==> src/rtl/cpu_pkg.sv <==
`default_nettype none
// ============================================================================
//  Package     : cpu_pkg
//  Description : Opcode encodings, flag bit positions and the default
//                datapath width shared by the ALU, decoder and result stage.
//  Revision    : 1.0 - initial release
// ============================================================================
package cpu_pkg;

  localparam int DEFAULT_DATA_W = 8;

  // ALU opcodes; add/sub are the only ones that produce a meaningful carry
  typedef enum logic [1:0] {
    OP_ADD = 2'b00,
    OP_SUB = 2'b01,
    OP_AND = 2'b10,
    OP_OR  = 2'b11
  } op_e;

  // Bit positions inside a packed {c,z,n} flag vector
  localparam int FLAG_C = 2;
  localparam int FLAG_Z = 1;
  localparam int FLAG_N = 0;
  localparam int FLAG_W = 3;

endpackage : cpu_pkg
`default_nettype wire

==> src/rtl/alu_writeback_if.sv <==
`default_nettype none
// ============================================================================
//  Interface   : alu_writeback_if
//  Description : ALU-result input stream and consumer output stream of the
//                result stage. The stage itself uses the slave modport; the
//                ALU/consumer side uses the master modport.
//  Revision    : 1.0 - initial release
// ============================================================================
interface alu_writeback_if
  import cpu_pkg::*;
#(
  parameter int DATA_W = DEFAULT_DATA_W
);

  // Upstream (ALU -> stage)
  logic              in_valid;
  logic              in_ready;
  logic [1:0]        in_op;
  logic [DATA_W:0]   in_result;
  logic              in_acc_we;

  // Downstream (stage -> consumer)
  logic              out_valid;
  logic              out_ready;
  logic [DATA_W-1:0] out_data;
  logic [FLAG_W-1:0] out_flags;

  modport master (
    output in_valid, in_op, in_result, in_acc_we, out_ready,
    input  in_ready, out_valid, out_data, out_flags
  );

  modport slave (
    input  in_valid, in_op, in_result, in_acc_we, out_ready,
    output in_ready, out_valid, out_data, out_flags
  );

endinterface : alu_writeback_if
`default_nettype wire

==> src/rtl/alu_writeback_sync_fifo.sv <==
`default_nettype none
// ============================================================================
//  Module      : sync_fifo
//  Description : Single-clock FIFO with circular read/write pointers and an
//                occupancy counter. Head data reads as zero while empty.
//                Push while full and pop while empty are ignored.
//  Revision    : 1.0 - initial release
// ============================================================================
module sync_fifo #(
  parameter int WIDTH = 8,
  parameter int DEPTH = 4
) (
  input  wire logic                     clk,
  input  wire logic                     rst_n,
  input  wire logic                     push,
  input  wire logic                     pop,
  input  wire logic [WIDTH-1:0]         wdata,
  output logic      [WIDTH-1:0]         rdata,
  output logic                          full,
  output logic                          empty,
  output logic      [$clog2(DEPTH):0]   count
);

  localparam int                 c_AW      = $clog2(DEPTH);
  localparam logic [c_AW:0]      c_FULL    = (c_AW+1)'(DEPTH);
  localparam logic [c_AW:0]      c_CNT_ONE = (c_AW+1)'(1);
  localparam logic [c_AW-1:0]    c_PTR_ONE = (c_AW)'(1);

  logic [WIDTH-1:0] r_mem [DEPTH];
  logic [c_AW-1:0]  r_wr_ptr;
  logic [c_AW-1:0]  r_rd_ptr;
  logic [c_AW:0]    r_count;
  logic             w_push;
  logic             w_pop;

  assign full   = (r_count == c_FULL);
  assign empty  = (r_count == '0);
  assign count  = r_count;
  assign w_push = push && !full;
  assign w_pop  = pop && !empty;
  assign rdata  = empty ? '0 : r_mem[r_rd_ptr];

  // Pointers and occupancy; power-of-two depth lets the pointers wrap naturally
  always_ff @(posedge clk) begin
    if (!rst_n) begin
      r_wr_ptr <= '0;
      r_rd_ptr <= '0;
      r_count  <= '0;
    end else begin
      if (w_push) r_wr_ptr <= r_wr_ptr + c_PTR_ONE;
      if (w_pop)  r_rd_ptr <= r_rd_ptr + c_PTR_ONE;
      case ({w_push, w_pop})
        2'b10:   r_count <= r_count + c_CNT_ONE;
        2'b01:   r_count <= r_count - c_CNT_ONE;
        default: r_count <= r_count;
      endcase
    end
  end

  // Storage array; contents are don't-care until written, head is masked when empty
  always_ff @(posedge clk) begin
    if (w_push) r_mem[r_wr_ptr] <= wdata;
  end

  // Occupancy can never exceed the number of entries
  always_ff @(posedge clk) begin
    if (rst_n) assert (r_count <= c_FULL);
  end

endmodule : sync_fifo
`default_nettype wire

==> src/rtl/alu_writeback.sv <==
`default_nettype none
// ============================================================================
//  Module      : alu_writeback
//  Description : Result stage after the ALU. Derives c/z/n flags from each
//                accepted result, optionally commits it to the accumulator,
//                and queues {result, flags} toward the consumer.
//  Revision    : 1.0 - initial release
// ============================================================================
module alu_writeback
  import cpu_pkg::*;
#(
  parameter int DATA_W = DEFAULT_DATA_W,
  parameter int DEPTH  = 4
) (
  input  wire logic                    clk,
  input  wire logic                    rst_n,
  alu_writeback_if.slave               bus,
  input  wire logic                    acc_clr,
  output logic      [DATA_W-1:0]       acc,
  output logic                         flag_c,
  output logic                         flag_z,
  output logic                         flag_n,
  output logic      [$clog2(DEPTH):0]  count
);

  localparam int c_ENTRY_W = DATA_W + FLAG_W;

  logic [DATA_W-1:0]    r_acc;
  logic [FLAG_W-1:0]    r_flags;
  logic [FLAG_W-1:0]    w_flags;
  logic [c_ENTRY_W-1:0] w_wdata;
  logic [c_ENTRY_W-1:0] w_rdata;
  logic                 w_full;
  logic                 w_empty;
  logic                 w_push;
  logic                 w_pop;

  // Flags come straight from the incoming result; only add/sub own a carry
  always_comb begin
    w_flags         = '0;
    w_flags[FLAG_C] = ((bus.in_op == OP_ADD) || (bus.in_op == OP_SUB))
                      ? bus.in_result[DATA_W] : 1'b0;
    w_flags[FLAG_Z] = (bus.in_result[DATA_W-1:0] == '0);
    w_flags[FLAG_N] = bus.in_result[DATA_W-1];
  end

  // Handshake glue: a pop in the full cycle does not open the input that cycle
  assign bus.in_ready  = !w_full;
  assign w_push        = bus.in_valid && !w_full;
  assign bus.out_valid = !w_empty;
  assign w_pop         = !w_empty && bus.out_ready;
  assign w_wdata       = {bus.in_result[DATA_W-1:0], w_flags};

  // Accumulator and sticky flags; clear wins over a same-cycle commit
  always_ff @(posedge clk) begin
    if (!rst_n) begin
      r_acc   <= '0;
      r_flags <= '0;
    end else if (acc_clr) begin
      r_acc   <= '0;
      r_flags <= '0;
    end else if (w_push && bus.in_acc_we) begin
      r_acc   <= bus.in_result[DATA_W-1:0];
      r_flags <= w_flags;
    end
  end

  sync_fifo #(
    .WIDTH (c_ENTRY_W),
    .DEPTH (DEPTH)
  ) u_fifo (
    .clk   (clk),
    .rst_n (rst_n),
    .push  (w_push),
    .pop   (w_pop),
    .wdata (w_wdata),
    .rdata (w_rdata),
    .full  (w_full),
    .empty (w_empty),
    .count (count)
  );

  assign bus.out_data  = w_rdata[c_ENTRY_W-1:FLAG_W];
  assign bus.out_flags = w_rdata[FLAG_W-1:0];
  assign acc           = r_acc;
  assign flag_c        = r_flags[FLAG_C];
  assign flag_z        = r_flags[FLAG_Z];
  assign flag_n        = r_flags[FLAG_N];

endmodule : alu_writeback
`default_nettype wire

==> src/flat_wrapper.sv <==
// flat-port wrapper written by rule: the top's interface ports become plain ports
module alu_writeback_flat import cpu_pkg::*;
#(
  parameter int DATA_W = DEFAULT_DATA_W,
  parameter int DEPTH  = 4
)
  (clk, rst_n, acc_clr, acc, flag_c, flag_z, flag_n, count, bus_in_valid, bus_in_op, bus_in_result, bus_in_acc_we, bus_out_ready, bus_in_ready, bus_out_valid, bus_out_data, bus_out_flags);
  alu_writeback_if #(.DATA_W(DATA_W)) bus_i ();
  input  wire logic clk;
  input  wire logic rst_n;
  input  wire logic acc_clr;
  output logic      [DATA_W-1:0] acc;
  output logic flag_c;
  output logic flag_z;
  output logic flag_n;
  output logic      [$clog2(DEPTH):0] count;
  input wire logic [$bits(bus_i.in_valid)-1:0] bus_in_valid;
  input wire logic [$bits(bus_i.in_op)-1:0] bus_in_op;
  input wire logic [$bits(bus_i.in_result)-1:0] bus_in_result;
  input wire logic [$bits(bus_i.in_acc_we)-1:0] bus_in_acc_we;
  input wire logic [$bits(bus_i.out_ready)-1:0] bus_out_ready;
  output wire logic [$bits(bus_i.in_ready)-1:0] bus_in_ready;
  output wire logic [$bits(bus_i.out_valid)-1:0] bus_out_valid;
  output wire logic [$bits(bus_i.out_data)-1:0] bus_out_data;
  output wire logic [$bits(bus_i.out_flags)-1:0] bus_out_flags;
  assign bus_i.in_valid = bus_in_valid;
  assign bus_i.in_op = bus_in_op;
  assign bus_i.in_result = bus_in_result;
  assign bus_i.in_acc_we = bus_in_acc_we;
  assign bus_i.out_ready = bus_out_ready;
  assign bus_in_ready = bus_i.in_ready;
  assign bus_out_valid = bus_i.out_valid;
  assign bus_out_data = bus_i.out_data;
  assign bus_out_flags = bus_i.out_flags;
  alu_writeback #(.DATA_W(DATA_W), .DEPTH(DEPTH)) u_core (.clk(clk), .rst_n(rst_n), .bus(bus_i), .acc_clr(acc_clr), .acc(acc), .flag_c(flag_c), .flag_z(flag_z), .flag_n(flag_n), .count(count));
endmodule
==> config.mk <==
export PLATFORM = sky130hd
export DESIGN_NAME = alu_writeback_flat
export DESIGN_NICKNAME = d
export VERILOG_FILES = /design/src/rtl/cpu_pkg.sv /design/src/rtl/alu_writeback_if.sv /design/src/rtl/alu_writeback_sync_fifo.sv /design/src/rtl/alu_writeback.sv /design/src/flat_wrapper.sv
export SDC_FILE = /design/constraint.sdc
export NUM_CORES = 1
export LEC_CHECK = 0
export CAP_MARGIN = 20
export CORE_ASPECT_RATIO = 0.9
export CORE_MARGIN = 2
export CORE_UTILIZATION = 50
export CTS_CLUSTER_DIAMETER = 50
export DETAILED_ROUTE_END_ITERATION = 6
export PLACE_DENSITY = 0.77
export SKIP_LAST_GASP = 1
export SLEW_MARGIN = 30
export SYNTH_ARGS = -nofsm -noshare
export SYNTH_HDL_FRONTEND = slang
export SYNTH_SLANG_ARGS = --single-unit
export TNS_END_PERCENT = 30
==> constraint.sdc <==
create_clock -name clk -period 2.43 [get_ports clk]
set_input_delay 0.3645 -clock clk [delete_from_list [all_inputs] [get_ports clk]]
set_output_delay 0.3645 -clock clk [all_outputs]
set_load 0.05 [all_outputs]
# ---- Word level (Yosys, flattened, before mapping)
# Memory sizes are Yosys's and may differ from the RTL's. A register that Yosys moved wholly into a read port is not among the register bits.
# Index checks and enable logic that the tools add are counted.
# W data, S select, Z words.
dict set report totals {
  regBits 18
  ram_bits 44
  in_bits 17
  wordCells 35
  n_memories 1
}
dict set report classes {
  addsub 4
  n_eq_ne 4
  muxes 7
  bitwise 1
  n_reduce_logical 13
}
# name words width rd rd_clocked_by_memory_dff write_ports line
set memory_table {}
lappend memory_table {u_core.u_fifo.r_mem 4 11 1 1 1 alu_writeback_sync_fifo.sv:29} ;# logic [WIDTH-1:0] r_mem [DEPTH];
# cell count
set op_table {}
lappend op_table {{$mux W11} 1}
lappend op_table {{$logic_not A8 Y1} 1}
lappend op_table {{$pmux W3 S2} 1}
lappend op_table {{$logic_and A1 B1 Y1} 5}
lappend op_table {{$add A2 B1 Y2 const B} 2}
lappend op_table {{$eq A2 B1 Y1 const B} 2}
lappend op_table {{$mux W2} 2}
lappend op_table {{$add A3 B1 Y3 const B} 1}
lappend op_table {{$eq A3 B3 Y1 const B} 1}
lappend op_table {{$logic_not A3 Y1} 1}
lappend op_table {{$mux W1} 3}
lappend op_table {{$sub A3 B1 Y3 const B} 1}
lappend op_table {{$eq A2 B2 Y1 const B} 1}
lappend op_table {{$logic_not A1 Y1} 2}
lappend op_table {{$logic_not A2 Y1} 1}
lappend op_table {{$reduce_bool A2 Y1} 1}
lappend op_table {{$reduce_or A2 Y1} 1}
lappend op_table {{$logic_or A1 B1 Y1} 1}
lappend op_table {{$not A1 Y1} 1}

# ---- Logic depth before layout (Yosys ltp)
dict set report logic_depth {
  depth_word 6
  mapped_depth 10
}

# ---- By module
# Synthesis repeated with hierarchy kept, for this count alone.
dict set report unflattened {
  hier_cells 176
  hier_area_um2 2611.3
}
# module n_inst cells_per_inst area_per_inst_um2 seq_area_each_um2
set modules_own_cells {}
lappend modules_own_cells {sync_fifo 1 123 2178.3 1501.4}
lappend modules_own_cells {alu_writeback 1 53 432.9 200.2}

# ---- Worst setup path before layout
# OpenSTA, ideal clock, no wires.
dict set report synth_timing {
  path_kind {reg2reg}
  from {register u_core.u_fifo.r_count[2] (netlist: u_core.u_fifo.count[2])}
  to {register u_core.u_fifo.r_count[2] (netlist: u_core.u_fifo.count[2])}
  setup_time_ps 70
  arrival_ps 2693
  required_ps 2360
  slack_ps -333
  path_stages_with_launch 11
  path_cell_list {dfxtp_1 -> nor3b_2 -> inv_1 -> buf_2 -> nand2_1 -> ha_1 -> inv_1 -> fa_1 -> xor2_1 -> or3_1 -> a21oi_1}
}
dict set report synth_between {
  elab_chain_cells 6
}
# element line
set synth_rtl {}
lappend synth_rtl {{from (decl)} alu_writeback_sync_fifo.sv:32} ;# logic [c_AW:0] r_count;
lappend synth_rtl {{from (signal assigned)} alu_writeback_sync_fifo.sv:53} ;# 2'b10: r_count <= r_count + c_CNT_ONE;
lappend synth_rtl {{from (signal assigned)} alu_writeback_sync_fifo.sv:54} ;# 2'b01: r_count <= r_count - c_CNT_ONE;
lappend synth_rtl {{from (signal assigned)} alu_writeback_sync_fifo.sv:55} ;# default: r_count <= r_count;
lappend synth_rtl {{$eq A3 B3 Y1 *} alu_writeback_sync_fifo.sv:36} ;# assign full = (r_count == c_FULL);
lappend synth_rtl {{$logic_not A1 Y1 *} --}
lappend synth_rtl {{via bus_in_ready} flat_wrapper.sv:22} ;# output wire logic [$bits(bus_i.in_ready)-1:0] bus_in_ready;
lappend synth_rtl {{$logic_and A1 B1 Y1} alu_writeback.sv:49} ;# assign w_push = bus.in_valid && !w_full;
lappend synth_rtl {{$logic_and A1 B1 Y1 *} alu_writeback_sync_fifo.sv:39} ;# assign w_push = push && !full;
lappend synth_rtl {{$eq A2 B1 Y1 or $eq A2 B2 Y1 (tied branches)} alu_writeback_sync_fifo.sv:52} ;# case ({w_push, w_pop})
lappend synth_rtl {{$pmux W3 S2 or $reduce_bool A2 Y1 (tied branches)} --}
# Mark *: on every way through the listed nets, which the timed path passes. The rest lies on a longest branch.
# A chain may end at the register's enable or synchronous reset.

# ---- Final worst setup path
dict set report layout_timing {
  from {register u_core.u_fifo.r_count[2] (netlist: u_core.u_fifo.count[2])}
  to {output port bus_in_ready}
}
dict set report layout_between {
  elab_chain_cells 2
}
# element line
set layout_rtl {}
lappend layout_rtl {{$eq A3 B3 Y1} alu_writeback_sync_fifo.sv:36}
lappend layout_rtl {{$logic_not A1 Y1} alu_writeback.sv:48} ;# assign bus.in_ready = !w_full;
lappend layout_rtl {{to (decl)} flat_wrapper.sv:22}
# Every way passes these cells.

==> reports/results.tsv <==
metric	value	unit
status	completed	
wl	4840	µm
netlist.area_leader.share	49.6	%
power_density	1150	nW/µm²
drive_gt1_share	22.4	%
crit-reg2reg-capture	u_core.u_fifo.count[2]	
post_cts_buffers	0	
synth_edf_count	40	
crit_fanout	7	
clock_path_buffers	2	
crit_required	2070	ps
seq_area_frac_synth	65.3	%
io_pins	44	
power_frac_clock	23.7	%
synthesis.area	2420	µm²
hpwl	3260	µm
grt_pass1_wl	7710	µm
vias	1575	
syn_nets	194	
cp_cell_sequence	nor3b_4 > inv_1 > clkdlybuf4s50_1	
critPathBufInv	2	
synth_cell_types	31	
finalCoreUtilization	65.7	%
synth_top_area_cell	edfxtp_1	
clkLatencyLatePin	330	ps
floorplan.die.height	70.0	µm
cp_slowest_stage_delay	830	ps
cp_top_family	buffers and inverters	
reg2reg_from	u_core.u_fifo.count[0]	
peakVddDrop	0.629	mV
yosys_warnings	0	
critPathKind	reg2out	
nNetsFinal	246	
leakagePower	1.13	nW
crit_path_start	u_core.u_fifo.count[2]	
fin_crit	2140	ps
whs_path_depth	2	
cts.reportedPaths.clkPinSlew	70	ps
synth_area_per_cell	14.2	µm²
start_util	51.0	%
grt_max_degree	17	
fin_tns_setup	0	ps
rsz0062_at_grt	false	
combinationalPowerShare	40.9	%
cts_root_buf	clkbuf_8	
ys_ff_latch	59	
synth_ff_type	edfxtp_1	
drt_iter0_markers	83	
timing.final.max_slew_violations	0	
cp-start-kind	flip-flop	
cts_tree	yes	
switching_share	38.6	%
nFillCells	349	
drt_first_pass_iters	4	
seq_power_share	35.4	%
cp_slowest_cell	clkdlybuf4s50_1	
synthTopCellsByArea	edfxtp_1 (50%), dfxtp_1 (16%), mux4_2 (9.3%), nor2b_1 (2.8%), a21oi_1 (2.7%)	
reg2regPathDepth	9	
fp-row-count	24	
ctsHtreeMaxLevel	3	
power_switching	1.38	mW
fmax	467	MHz
intPower	2.21	mW
fin_total_pwr	3.59	mW
worstSetupEndpoint	bus_in_ready	
critPathArrivalTime	1780	ps
drc	0	
overflow	0	
async_reset_ff_share	0	%
synthTopCellsByCount	edfxtp_1 (40), dfxtp_1 (19), a21oi_1 (13)	
numPortBuffers	42	
cts_hold_buf	0	
hold_class	reg2reg	
via_per_inst	5.38	
netlist_instances	171	
hold_viol_final	0	
grt_use_total	19.5	%
max_cap_violations	0	
cts_buffers	9	
die_w	77.4	µm
worst_pin_slew	559	ps
setup_viol	0	
post-route-period-util	88.1	%
path_depth	3	
timing.slew.headroom	62.7	%
antennaDiodeCount	0	
antenna_found_initial	0	
r2r_slack	310	ps
place_congestion	0.741	
yosysMostFrequentCell	edfxtp_1	
cts_resized	0	
area_growth	28.7	%
dieArea	5420	µm²
core_area	4740	µm²
numClockSinks	59	
grt_pass1_vias	1511	
wl_per_cell	16.5	µm
skew	10.3	ps
antenna_left	0	
cp-end-kind	output pin	
placed cells by master (no fill, tap or decap), types with 2 or more instances in the layout:
cell,instances
dfxtp_1,16
o21ai_0,12
edfxtp_1,40
ha_1,5
nor2b_1,11
mux4_2,10
clkdlybuf4s50_1,30
clkinv_2,2
xor2_1,4
nand3_1,11
a21oi_1,13
nand2_1,2
buf_4,21
nor2_1,7
inv_1,10
dfxtp_2,2
clkbuf_8,10
and3_1,4
worst min-delay path, delay by kind of cell (launching register included):
family	cells	cell delay [ps]
flops	1	310
compound gates	2	130
power by group through the flow:
| stage | Sequential, mW | Combinational [mW] | Clock [mW] |
|---|---|---|---|
| after floorplan | 1.35 | 0.983 | 0 |
| after global placement | 1.28 | 1.45 | 0 |
| after detailed placement | 1.29 | 1.47 | 0 |
| after CTS | 1.27 | 1.48 | 0.870 |
| after global routing | 1.29 | 1.56 | 0.915 |
| final | 1.27 | 1.47 | 0.852 |
registers in the layout, summed over array words and instances (netlist names), named ones only:
name / cells
u_core.u_fifo.r_wr_ptr: 2
u_core.u_fifo.count: 3
u_core.r_flags: 3
u_core.u_fifo.r_rd_ptr: 2
u_core.u_fifo.r_mem: 40
u_core.acc: 7
routing by layer:
layer,vias to the layer above,GRT usage [%],part of all wire [%]
li1,736,-,-
met1,767,26.4,45
met2,66,29.2,47
met3,6,7.24,6.9
met4,0,6.55,0.93
met5,-,0,0
area by class of cell:
| cell class | instances | area [µm²] | area share (%) |
|---|---|---|---|
| Timing Repair Buffer | 51 | 458 | 14.7 |
| Multi-Input combinational cell | 92 | 758 | 24.3 |
| Tap cell | 65 | 81.3 | 2.61 |
| Inverter | 10 | 37.5 | 1.20 |
| Sequential cell | 59 | 1590 | 50.9 |
| Clock buffer | 11 | 141 | 4.54 |
| Clock inverter | 5 | 52.6 | 1.69 |
logic make-up after synthesis:
kind of cell / after synthesis / share of synthesized area, %
buf+inv: 20 / 3.62
fa+ha+maj: 6 / 3.41
simple gates: 43 / 10.3
compound gates: 29 / 6.56
flops: 59 / 65.3
xor+xnor: 4 / 1.45
mux: 10 / 9.30
worst min-delay path by stage:
stage / to / slack, ps / from
global route: u_core.acc[1] / 520 / u_core.acc[1]
detailed placement: u_core.acc[3] / 470 / u_core.acc[3]
finish: u_core.acc[2] / 480 / u_core.acc[2]
global placement: u_core.acc[2] / 460 / u_core.acc[2]
floorplan: u_core.u_fifo.r_mem[0][0] / 460 / bus_in_result[7]
CTS: u_core.acc[3] / 480 / u_core.acc[3]
through the flow:
step | instances | cell area, µm² | setup slack, ps | hold slack [ps]
after floorplan | 171 | 2440 | 60.9 | 463
after global placement | 277 | 2920 | 198 | 464
after detailed placement | 277 | 2920 | 93.7 | 467
after CTS | 293 | 3120 | 251 | 481
after global routing | 293 | 3120 | 209 | 522
final | 293 | 3120 | 289 | 484
Note: power is estimated with default switching activity, not from simulation.
